`src/rtl/mem_arbiter_rr_pkg.sv`:
```
// ---------------------------------------------------------------------------
// mem_arbiter_rr_pkg
//   Shared types and helpers for the physical-memory arbiter.
//   - arb_state_t : arbiter FSM state (idle / transaction in flight)
//   - id_width()  : width of a channel index, never less than 1 bit
// ---------------------------------------------------------------------------
package mem_arbiter_rr_pkg;

    typedef enum logic {
        ARB_IDLE = 1'b0,
        ARB_BUSY = 1'b1
    } arb_state_t;

    function automatic int unsigned id_width(input int unsigned n);
        return (n > 1) ? $clog2(n) : 1;
    endfunction

endpackage

```
`src/rtl/mem_arbiter_rr_if.sv`:
```
// ---------------------------------------------------------------------------
// mem_arbiter_rr_if
//   Bundles the L1-channel request/response signals and the downstream
//   memory port of the arbiter.
//   Modports:
//     master - the arbiter: takes channel requests and downstream responses,
//              drives downstream commands, channel responses and status.
//     slave  - the surrounding system (caches + memory): the mirror image.
//   Signals:
//     ch_read/ch_write   per-channel request, held until its ch_resp
//     ch_address/wdata   packed per channel, channel i at [i*W +: W]
//     ch_resp            one-hot completion to the granted channel
//     ch_rdata           read line broadcast to all channels
//     mem_*              downstream command / completion
//     busy, grant_id     status of the current transaction
// ---------------------------------------------------------------------------
interface mem_arbiter_rr_if #(
    parameter int unsigned NUM_CH = 2,
    parameter int unsigned ADDR_W = 16,
    parameter int unsigned DATA_W = 128
);
    localparam int unsigned ID_W = mem_arbiter_rr_pkg::id_width(NUM_CH);

    logic [NUM_CH-1:0]        ch_read;
    logic [NUM_CH-1:0]        ch_write;
    logic [NUM_CH*ADDR_W-1:0] ch_address;
    logic [NUM_CH*DATA_W-1:0] ch_wdata;
    logic [NUM_CH-1:0]        ch_resp;
    logic [DATA_W-1:0]        ch_rdata;

    logic                     mem_read;
    logic                     mem_write;
    logic [ADDR_W-1:0]        mem_address;
    logic [DATA_W-1:0]        mem_wdata;
    logic                     mem_resp;
    logic [DATA_W-1:0]        mem_rdata;

    logic                     busy;
    logic [ID_W-1:0]          grant_id;

    modport master (
        input  ch_read, ch_write, ch_address, ch_wdata, mem_resp, mem_rdata,
        output ch_resp, ch_rdata, mem_read, mem_write, mem_address, mem_wdata,
               busy, grant_id
    );

    modport slave (
        output ch_read, ch_write, ch_address, ch_wdata, mem_resp, mem_rdata,
        input  ch_resp, ch_rdata, mem_read, mem_write, mem_address, mem_wdata,
               busy, grant_id
    );

endinterface

```
`src/rtl/mem_arbiter_rr_rr_pick.sv`:
```
// ---------------------------------------------------------------------------
// rr_pick
//   Combinational winner selection over a request vector.
//   RR_EN=1: search starts at ptr and ascends with wrap modulo NUM_CH.
//   RR_EN=0: lowest requesting index wins, ptr ignored.
//   Ports: req (request vector), ptr (round-robin start),
//          valid (any request), winner (selected index).
// ---------------------------------------------------------------------------
module rr_pick #(
    parameter int unsigned NUM_CH = 2,
    parameter int unsigned ID_W   = 1,
    parameter bit          RR_EN  = 1'b1
) (
    input  logic [NUM_CH-1:0] req,
    input  logic [ID_W-1:0]   ptr,
    output logic              valid,
    output logic [ID_W-1:0]   winner
);

    always_comb begin
        logic        found;
        int unsigned idx;
        valid  = |req;
        winner = '0;
        found  = 1'b0;
        idx    = 0;
        for (int unsigned off = 0; off < NUM_CH; off++) begin
            if (RR_EN) begin
                idx = (int'(ptr) + off) % NUM_CH;
            end else begin
                idx = off;
            end
            if (!found && req[idx]) begin
                found  = 1'b1;
                winner = ID_W'(idx);
            end
        end
    end

endmodule

```
`src/rtl/mem_arbiter_rr.sv`:
```
// ---------------------------------------------------------------------------
// mem_arbiter_rr
//   N-channel arbiter between the L1 caches and the single downstream memory
//   port. In IDLE it picks one requester (round-robin or fixed priority),
//   latches its command and holds the grant until mem_resp, which is routed
//   combinationally to the granted channel as ch_resp.
//   Ports:
//     clk  - clock, rising edge
//     rst  - asynchronous, active-high reset
//     bus  - mem_arbiter_rr_if.master (channel requests, downstream port,
//            busy/grant_id status)
// ---------------------------------------------------------------------------
module mem_arbiter_rr
    import mem_arbiter_rr_pkg::*;
#(
    parameter int unsigned NUM_CH = 2,
    parameter int unsigned ADDR_W = 16,
    parameter int unsigned DATA_W = 128,
    parameter bit          RR_EN  = 1'b1
) (
    input  logic            clk,
    input  logic            rst,
    mem_arbiter_rr_if.master bus
);

    localparam int unsigned ID_W = id_width(NUM_CH);

    arb_state_t        state;
    arb_state_t        state_next;

    logic [ID_W-1:0]   grant_q;
    logic [ID_W-1:0]   ptr_q;
    logic              rd_q;
    logic              wr_q;
    logic [ADDR_W-1:0] addr_q;
    logic [DATA_W-1:0] wdata_q;

    logic [NUM_CH-1:0] req;
    logic              pick_valid;
    logic [ID_W-1:0]   pick_id;
    logic              take;

    assign req  = bus.ch_read | bus.ch_write;
    assign take = (state == ARB_IDLE) && pick_valid;

    rr_pick #(
        .NUM_CH (NUM_CH),
        .ID_W   (ID_W),
        .RR_EN  (RR_EN)
    ) u_pick (
        .req    (req),
        .ptr    (ptr_q),
        .valid  (pick_valid),
        .winner (pick_id)
    );

    always_ff @(posedge clk or posedge rst) begin
        if (rst) begin
            state <= ARB_IDLE;
        end else begin
            state <= state_next;
        end
    end

    always_comb begin
        state_next = state;
        case (state)
            ARB_IDLE: if (pick_valid)   state_next = ARB_BUSY;
            ARB_BUSY: if (bus.mem_resp) state_next = ARB_IDLE;
            default:                    state_next = ARB_IDLE;
        endcase
    end

    // Command is captured once at grant; ch_* changes during BUSY are ignored.
    always_ff @(posedge clk or posedge rst) begin
        if (rst) begin
            grant_q <= '0;
            ptr_q   <= '0;
            rd_q    <= 1'b0;
            wr_q    <= 1'b0;
            addr_q  <= '0;
            wdata_q <= '0;
        end else if (take) begin
            grant_q <= pick_id;
            // Write takes precedence when a channel raises both strobes.
            wr_q    <= bus.ch_write[pick_id];
            rd_q    <= ~bus.ch_write[pick_id];
            addr_q  <= bus.ch_address[int'(pick_id)*ADDR_W +: ADDR_W];
            wdata_q <= bus.ch_wdata[int'(pick_id)*DATA_W +: DATA_W];
            if (RR_EN) begin
                ptr_q <= (pick_id == ID_W'(NUM_CH - 1)) ? '0 : pick_id + 1'b1;
            end
        end
    end

    // Strobes are qualified by BUSY so they fall with the state on
    // completion or reset without a separate clear path.
    always_comb begin
        bus.ch_resp = '0;
        if (state == ARB_BUSY && bus.mem_resp) begin
            bus.ch_resp[grant_q] = 1'b1;
        end
    end

    assign bus.mem_read    = rd_q && (state == ARB_BUSY);
    assign bus.mem_write   = wr_q && (state == ARB_BUSY);
    assign bus.mem_address = addr_q;
    assign bus.mem_wdata   = wdata_q;
    assign bus.ch_rdata    = bus.mem_rdata;
    assign bus.busy        = (state == ARB_BUSY);
    assign bus.grant_id    = grant_q;

endmodule

```
`src/flat_wrapper.sv`:
```
// flat-port wrapper written by rule: the top's interface ports become plain ports
module mem_arbiter_rr_flat import mem_arbiter_rr_pkg::*;
#(
    parameter int unsigned NUM_CH = 2,
    parameter int unsigned ADDR_W = 16,
    parameter int unsigned DATA_W = 128,
    parameter bit          RR_EN  = 1'b1
)
  (clk, rst, bus_ch_read, bus_ch_write, bus_ch_address, bus_ch_wdata, bus_mem_resp, bus_mem_rdata, bus_ch_resp, bus_ch_rdata, bus_mem_read, bus_mem_write, bus_mem_address, bus_mem_wdata, bus_busy, bus_grant_id);
  mem_arbiter_rr_if #(.NUM_CH(NUM_CH), .ADDR_W(ADDR_W), .DATA_W(DATA_W)) bus_i ();
  input  logic clk;
  input  logic rst;
  input wire logic [$bits(bus_i.ch_read)-1:0] bus_ch_read;
  input wire logic [$bits(bus_i.ch_write)-1:0] bus_ch_write;
  input wire logic [$bits(bus_i.ch_address)-1:0] bus_ch_address;
  input wire logic [$bits(bus_i.ch_wdata)-1:0] bus_ch_wdata;
  input wire logic [$bits(bus_i.mem_resp)-1:0] bus_mem_resp;
  input wire logic [$bits(bus_i.mem_rdata)-1:0] bus_mem_rdata;
  output wire logic [$bits(bus_i.ch_resp)-1:0] bus_ch_resp;
  output wire logic [$bits(bus_i.ch_rdata)-1:0] bus_ch_rdata;
  output wire logic [$bits(bus_i.mem_read)-1:0] bus_mem_read;
  output wire logic [$bits(bus_i.mem_write)-1:0] bus_mem_write;
  output wire logic [$bits(bus_i.mem_address)-1:0] bus_mem_address;
  output wire logic [$bits(bus_i.mem_wdata)-1:0] bus_mem_wdata;
  output wire logic [$bits(bus_i.busy)-1:0] bus_busy;
  output wire logic [$bits(bus_i.grant_id)-1:0] bus_grant_id;
  assign bus_i.ch_read = bus_ch_read;
  assign bus_i.ch_write = bus_ch_write;
  assign bus_i.ch_address = bus_ch_address;
  assign bus_i.ch_wdata = bus_ch_wdata;
  assign bus_i.mem_resp = bus_mem_resp;
  assign bus_i.mem_rdata = bus_mem_rdata;
  assign bus_ch_resp = bus_i.ch_resp;
  assign bus_ch_rdata = bus_i.ch_rdata;
  assign bus_mem_read = bus_i.mem_read;
  assign bus_mem_write = bus_i.mem_write;
  assign bus_mem_address = bus_i.mem_address;
  assign bus_mem_wdata = bus_i.mem_wdata;
  assign bus_busy = bus_i.busy;
  assign bus_grant_id = bus_i.grant_id;
  mem_arbiter_rr #(.NUM_CH(NUM_CH), .ADDR_W(ADDR_W), .DATA_W(DATA_W), .RR_EN(RR_EN)) u_core (.clk(clk), .rst(rst), .bus(bus_i));
endmodule
```
`config.mk`:
```
export PLATFORM = sky130hd
export DESIGN_NAME = mem_arbiter_rr_flat
export DESIGN_NICKNAME = d
export VERILOG_FILES = /design/src/rtl/mem_arbiter_rr_pkg.sv /design/src/rtl/mem_arbiter_rr_if.sv /design/src/rtl/mem_arbiter_rr_rr_pick.sv /design/src/rtl/mem_arbiter_rr.sv /design/src/flat_wrapper.sv
export SDC_FILE = /design/constraint.sdc
export NUM_CORES = 1
export LEC_CHECK = 0
export ABC_AREA = 0
export BUFFER_PORTS_ARGS = -buffer_cell sky130_fd_sc_hd__buf_2
export CAP_MARGIN = 15
export CORE_AREA = 2 2 271 273
export DETAILED_ROUTE_END_ITERATION = 7
export DIE_AREA = 0 0 273 275
export PLACE_DENSITY = 0.32
export SLEW_MARGIN = 25
export SYNTH_ARGS = -nofsm -noshare
export SYNTH_HDL_FRONTEND = slang
export SYNTH_SLANG_ARGS = --single-unit
```
`constraint.sdc`:
```
create_clock -name clk -period 6.5 [get_ports clk]
set_input_delay 1.3 -clock clk [delete_from_list [all_inputs] [get_ports clk]]
set_output_delay 1.3 -clock clk [all_outputs]
set_load 0.1 [all_outputs]
```
==> Yosys cells after proc, flatten, opt, wreduce, memory -nomap -nowiden <==
Cells that the tools add are included.
{ "totals": {"reg_bits": 149, "inputBits": 423, "output_inout_bits": 278, "latch_bits": 0, "memories": 0, "mem_bits_ro": 0, "ramBits": 0} }
{ "classes": {"multipliers": 0, "n_mux": 16, "div_mod_pow": 0, "shifts": 2, "n_reduce_logical": 8, "n_eq_ne": 0, "bitwise": 3, "addsub": 2, "n_lt_le_gt_ge": 5} }
{ "op_table": {"columns": ["op", "n"], "rows": [
  ["256-bit by 9-bit variable part select with 128-bit output", 1],
  ["32-bit by 6-bit variable part select with 16-bit output", 1],
  ["1-bit 2-to-1 mux", 13],
  ["1-bit by 2-bit < comparator with 1-bit output, second input constant", 4],
  ["1-bit logical AND", 6],
  ["1-bit adder, second input constant", 2],
  ["2-bit 2-to-1 mux", 1],
  ["1-bit NOT", 2],
  ["2-bit bitwise OR", 1],
  ["1-bit one-hot mux with 2 select lines", 1],
  ["2-bit OR reduction", 1],
  ["1-bit demux with 1-bit select", 1],
  ["1-bit >= comparator, second input constant", 1],
  ["1-bit logical NOT", 1]
]} }

==> Logic depth before layout (Yosys ltp) <==
Gate-level depths: netlist (run 1).
{ "logic_depth": {"ltp_word": 10, "depth_mapped": 6} }

==> Cells and area by module <==
Synthesis (run 1) repeated with hierarchy kept, for this count alone.
{ "unflattened": {"hier_cells": 619, "area_unflattened_um2": 8336.7} }
{ "by_module_without_submodules": {"columns": ["module", "n_inst", "area_per_inst_um2", "cells_per_inst"], "rows": [
  ["mem_arbiter_rr", 1, 8319.2, 616],
  ["rr_pick", 1, 17.5, 3]
]} }

==> Least setup slack after synthesis (run 1) <==
OpenSTA, ideal clock, no wires.
{ "synth_path": {"path_kind": "register to output", "from": "register u_core.state, in the netlist u_core.bus.busy", "to": "output port bus_ch_resp[0]", "path_buffers": 3, "required_ns": 5.200, "t_arrival_ns": 3.033, "slack_ns": 2.167, "stages_incl_launch_ff": 6, "path_cell_list": "dfrtp_1 > buf_2 > buf_2 > clkbuf_1 > nand2_1 > nor2_1"} }
{ "synth_between": {"elab_chain_len": 2} }
{ "synth_rtl": {"columns": ["element", "line", "rtl"], "rows": [
  ["start: declaration", "mem_arbiter_rr.sv:28", "arb_state_t state;"],
  ["start signal: assignment", "mem_arbiter_rr.sv:61", "state <= state_next;"],
  ["1-bit logical AND", "mem_arbiter_rr.sv:100", "if (state == ARB_BUSY && bus.mem_resp) begin"],
  ["2-bit 2-to-1 mux", "mem_arbiter_rr.sv:100", null],
  ["end: declaration", "flat_wrapper.sv:19", "output wire logic [$bits(bus_i.ch_resp)-1:0] bus_ch_resp;"]
]} }
Every way passes these cells.

==> Final worst setup path (run 1) <==
{ "layout_path": {"from": "register u_core.state, in the netlist u_core.bus.busy", "to": "output port bus_busy"} }
{ "layout_rtl": {"columns": ["element", "line", "rtl"], "rows": [
  ["end: declaration", "flat_wrapper.sv:25", "output wire logic [$bits(bus_i.busy)-1:0] bus_busy;"]
]} }
No word-level cell between the ends.

==> impl_metrics.yaml, run 1 <==
yosys:
  syn-num-nets: 1093
  syn-cell-area_um2: 8060
  synthXorXnorAreaFrac_pct: 0
  synth.area.mux_share_pct: 0
  synthSimpleGateAreaFrac_pct: 16.6
  ys_seq_elements: 149
  synth_area_per_cell_um2: 12.0
  synth-compound-area-share_pct: 18.7
  yosysWarnings: 0
  yosysSeqAreaShare_pct: 46.3
  synth_adder_area_share_pct: 0
  synth_top_family_by_area: "compound AO/OA/AOI/OAI gates"
  syn_inst: 670
  synth_cell_types: 25
run:
  maxCapViolations: 0
sta:
  rsz0062_at_grt: "no"
  timing.fmax_mhz: 260
  tns_ns: 0
  finalCritPeriodShare_pct: 59.1
  finalWorstSetupSlack_ns: 2.66
  tightest_slew_ns: 0.983
  slew_headroom_pct: 34.4
  slew_violations: 0
  period_needed_ns: 3.84
  finalHoldViolations: 0
  setup_viol: 0
  fin_worst_skew_ns: 0.0165
cts:
  clock_sinks: 149
  postCtsResizedCells: 0
  cts_root_buffer: "clkbuf_16"
  clkTransAtPathRegs_ns: 0.07
  postCtsSetupBuffers: 0
  numCtsBuffers: 17
  clockBufferDepth: 2
  holdBufCountCts: 0
  cts_tree: "done"
  clk-insertion-delay-late_ns: 0.47
  h-tree-depth: 4
route:
  first_pass_iters: 6
  wl_per_cell_um: 18.5
  viasPerCell: 3.74
  drt_iter0_drc: 396
  wirelength_um: 35200
  drtAntennaViolNets: 0
  num_vias: 7133
  drc_errors: 0
min_path:
  min_from: "u_core.bus.mem_wdata[43]"
  min_to: "u_core.bus.mem_wdata[43]"
  min_path_cells: 1
  hold_class: "reg -> reg"
pwr:
  power_switching_uw: 2720
  p_int_uw: 2150
  powerDensity_nw_per_um2: 453
  p_leak_uw: 0.00470
  seq_power_share_pct: 26.4
  switching_share_pct: 55.8
  clkPwrFrac_pct: 21.2
  combPwrFrac_pct: 52.4
  max-vdd-ir-drop_mv: 0.187
finish:
  nFillCells: 8284
  nets: 1358
  drive_above_1_share_pct: 52.0
  seq_area_um2: 3730
  area_delta_synth_final_pct: 33.4
  multi_input_area_um2: 2870
setup_path:
  arrival_ns: 2.54
  worstPathCellList: "buf_4 > buf_2"
  critical_path_depth: 2
  slowest_stage: "dfrtp_4"
  critPathRequiredTime_ns: 5.20
  reg2reg_depth: 4
  worstSetupStartpointType: "flop"
  cp_slowest_stage_delay_ns: 0.88
  worstSetupPathType: "reg -> out"
  cp_num_buf_inv: 2
  reg2reg_from: "u_core.bus.busy"
  crit_path_end_kind: "output pin"
  critical_path.max_fanout: 56
  r2r-end: "u_core.bus.mem_wdata[125]"
  crit_family: "buffers and inverters"
  rrSetupSlack_ns: 3.95
placement:
  dp_hpwl_um: 24100
  portBuffers: 444
  dp_slack_ns: 3.14
  place_congestion: 0.711
floorplanning:
  coreArea_um2: 72300
  ioPinCount: 701
  die_x_um: 273
  fp.dieArea_um2: 75100
  rows: 99
  die_h_um: 275
  start_util_pct: 11.1
global_route:
  grt_max_degree: 147
  grt_pass1_vias: 7427
  grt_pass1_wl_um: 50300
  antenna_found_initial: 1
  track_usage_pct: 9.00
  grt_overflow_total: 0
run_status:
  status: "finished clean"
[metal layers]
metal	routed length, µm	vias to the layer above	part of all wire, %	GRT usage (%)
met5	0	-	0	0
li1	-	3095	-	-
met3	2860	92	8.1	3.06
met2	17500	398	50	15.2
met1	13600	3548	39	10.1
met4	1280	0	3.6	4.70
[Yosys cell counts (all sizes together)]
library cell,number,share of area [%]
a21o,2,0.19
a21oi,2,0.12
a221o,144,18
and2,2,0.16
and3,1,0.078
buf,169,16
clkbuf,40,1.9
dfrtp,149,46
inv,2,0.093
nand2,2,0.093
nand2b,1,0.17
nor2,3,0.14
nor3,2,0.12
nor3b,1,0.093
nor4b,144,16
o21a,2,0.19
o21ba,1,0.12
o32a,1,0.12
o32ai,1,0.11
or4,1,0.14
[cells in the final DEF, fill, tap and decap left out, types with 2 or more instances in the layout]
cell type and instances:
a21oi_1 2, a21o_1 2, nor4b_1 144, inv_6 7, buf_12 4, dfrtp_1 148, a221o_1 144, buf_2 444
and2_1 2, clkbuf_1 2, nand2_1 2, buf_4 7, clkbuf_16 17, nor2_1 2, clkbuf_8 2, clkinvlp_4 3
[per-stage QoR]
step	cells	power, µW	area (µm²)	utilization (%)	hold WS [ns]
after floorplan	670	3740	8060	-	0.475
after global placement	1875	3880	10200	14.1	0.491
after detailed placement	1875	3870	10200	14.1	0.493
after CTS	1907	4960	10700	14.9	0.514
after global routing	1908	5090	10700	14.9	0.526
final	1908	4870	10700	14.9	0.507
[worst register-to-register path, cell delays in order (launching register included)]
cell     delay, ns
dfrtp_4       0.74
nor3_2        0.34
buf_4         0.27
buf_4         0.69
a221o_1       0.44
[cells by family (layout without fill, tap and decap cells)]
logic type / Yosys count / in the layout
simple gates: 157 / 157
buf+inv: 211 / 489
compound gates: 153 / 153
other cells: 0 / 1
flops: 149 / 149
[worst max-delay path by stage]
stage	start	endpoint	slack, ns
3_3_place_gp	u_core.bus.busy	bus_busy	3.13
3_5_place_dp	u_core.bus.busy	bus_busy	3.14
2_1_floorplan	rst	u_core.bus.busy	1.19
5_1_grt	u_core.bus.busy	bus_busy	2.50
6_report	u_core.bus.busy	bus_busy	2.66
4_1_cts	u_core.bus.busy	bus_busy	2.58
[registers in the layout, indices dropped and copies added (netlist names)]
name                    cells
u_core.bus.mem_wdata      128
u_core.bus.mem_address     16
u_core.bus.grant_id         1
u_core.wr_q                 1
u_core.bus.busy             1
u_core.rd_q                 1
u_core.ptr_q                1
[final cells by class]
cell class / instances / area share [%]
Multi-Input combinational cell: 310 / 26.7
Inverter: 2 / 0.116
Sequential cell: 149 / 34.7
Clock inverter: 11 / 1.06
Timing Repair Buffer: 455 / 21.9
Antenna cell: 1 / 0.0233
Tap cell: 959 / 11.2
Clock buffer: 21 / 4.28
[power groups by stage]
stage	registers, µW	logic (µW)	clock network (µW)
after floorplan	2910	825	0
after global placement	1300	2570	0
after detailed placement	1300	2570	0
after CTS	1290	2570	1100
after global routing	1320	2630	1140
final	1290	2550	1030
No activity file was read; power rests on OpenSTA's default activity.
==> inputs of run 2 (changes only) <==
- clock period: 6.5 -> 3.6 ns (I/O delays scaled with it)
==> impl_metrics.yaml, run 2 (same netlist as run 1, synthesis figures left out) <==
setup_path:
  critical_path.max_fanout: 39
  arrival_ns: 2.13
  crit_path_end_kind: "output pin"
  reg2reg_depth: 3
  critPathRequiredTime_ns: 2.88
  cp-startpoint: "u_core.bus.busy"
  reg2reg_from: "u_core.bus.busy"
  worstSetupStartpointType: "flop"
  r2r-end: "u_core.bus.mem_wdata[61]"
  worstSetupPathType: "reg -> out"
  rrSetupSlack_ns: 1.42
floorplanning:
  die_h_um: 275
  rows: 99
  coreArea_um2: 72300
  die_x_um: 273
  ioPinCount: 701
  fp.dieArea_um2: 75100
  start_util_pct: 11.1
finish:
  drive_above_1_share_pct: 52.5
  fin_area_um2: 10800
  area_delta_synth_final_pct: 34.3
  layout_commonest_cell: "buf_2"
  nets: 1362
  layout_common_cells: "buf_2 (444), dfrtp_1 (148), nor4b_1 (144), a221o_1 (144), clkbuf_16 (17)"
  largest_register_ffs: 128
sta:
  finalCritPeriodShare_pct: 79.3
  slew_headroom_pct: 41.5
  finalHoldViolations: 0
  setup_viol: 0
  timing.fmax_mhz: 350
  rsz0062_at_grt: "no"
  tns_ns: 0
  finalWorstSetupSlack_ns: 0.746
  period_needed_ns: 2.85
  slew_violations: 0
  fin_worst_skew_ns: 0.0164
  tightest_slew_ns: 0.878
pwr:
  p_leak_uw: 0.00473
  powerDensity_nw_per_um2: 822
  max-vdd-ir-drop_mv: 0.333
placement:
  dp_slack_ns: 1.08
  portBuffers: 444
  place_congestion: 0.741
  dp_hpwl_um: 25200
  placed_cell_area_um2: 10200
cts:
  holdBufCountCts: 0
  h-tree-depth: 4
  clk-insertion-delay-late_ns: 0.48
  cts_tree: "done"
  numCtsBuffers: 17
  clockBufferDepth: 2
  clock_sinks: 149
  cts_root_buffer: "clkbuf_16"
  postCtsResizedCells: 0
  postCtsSetupBuffers: 0
  clkTransAtPathRegs_ns: 0.08
route:
  drc_errors: 0
  drtAntennaViolNets: 0
  num_vias: 7202
  first_pass_iters: 5
  drt_iter0_drc: 395
  viasPerCell: 3.77
  wirelength_um: 36300
  wl_per_cell_um: 19.0
global_route:
  track_usage_pct: 9.31
  grt_overflow_total: 0
  antenna_found_initial: 0
  grt_pass1_vias: 7526
  grt_max_degree: 121
  grt_pass1_wl_um: 51300
run_status:
  status: "finished clean"
run:
  maxCapViolations: 0
min_path:
  hold_class: "in -> async"
[run 2: cell count changes in the layout (fill, tap and decap cells not counted), sizes merged]
cell	previous run	this run
clkinv	1	4
buf	455	459
clkinvlp	3	5
inv	8	7
clkbuf	21	17
[run 2: worst max-delay path, stage by stage (launching register included)]
cell	delay (ns)
dfrtp_4	0.76
nand2_1	0.31
nor2_2	0.14
buf_2	0.44
[run 2: cell type report]
type                            instances  area, µm²
Tap cell                              959       1200
Clock inverter                         15        165
Clock buffer                           17        425
Multi-Input combinational cell        310       2870
Timing Repair Buffer                  459       2410
Inverter                                2       11.3
Antenna cell                            1       2.50
Sequential cell                       149       3730
Fill cell                            8249      61500
[run 2: metrics by stage]
| step | hold WS [ns] | cells | utilization, % | total power (µW) |
|---|---|---|---|---|
| 2_1_floorplan | 0.475 | 670 | - | 6750 |
| 3_3_place_gp | 0.491 | 1879 | 14.1 | 7050 |
| 3_5_place_dp | 0.493 | 1879 | 14.1 | 7040 |
| 4_1_cts | 0.325 | 1911 | 15.0 | 9060 |
| 5_1_grt | 0.352 | 1911 | 15.0 | 9280 |
| 6_report | 0.350 | 1912 | 15.0 | 8900 |
[run 2: worst max path at each step]
stage | cells past startpoint | to | slack, ns
floorplan | 5 | bus_ch_resp[0] | 0.30
global placement | 5 | u_core.bus.mem_wdata[90] | 1.09
detailed placement | 5 | u_core.bus.mem_wdata[112] | 1.08
CTS | 3 | bus_ch_resp[0] | 0.64
global route | 3 | bus_ch_resp[0] | 0.60
finish | 3 | bus_ch_resp[0] | 0.75
[run 2: where the power goes]
group          switching [µW]  internal (µW)  total, µW  leakage, µW
clock network             937            980       1920     0.000275
registers                 249           2080       2330      0.00184
logic                    3840            815       4650      0.00262
[run 2: metal layers]
layer	vias up	wire length [µm]	track usage (%)
met5	-	0	0
met4	0	1680	5.74
met3	105	3030	3.11
met2	400	17300	15.1
met1	3594	14300	10.6
li1	3103	-	-
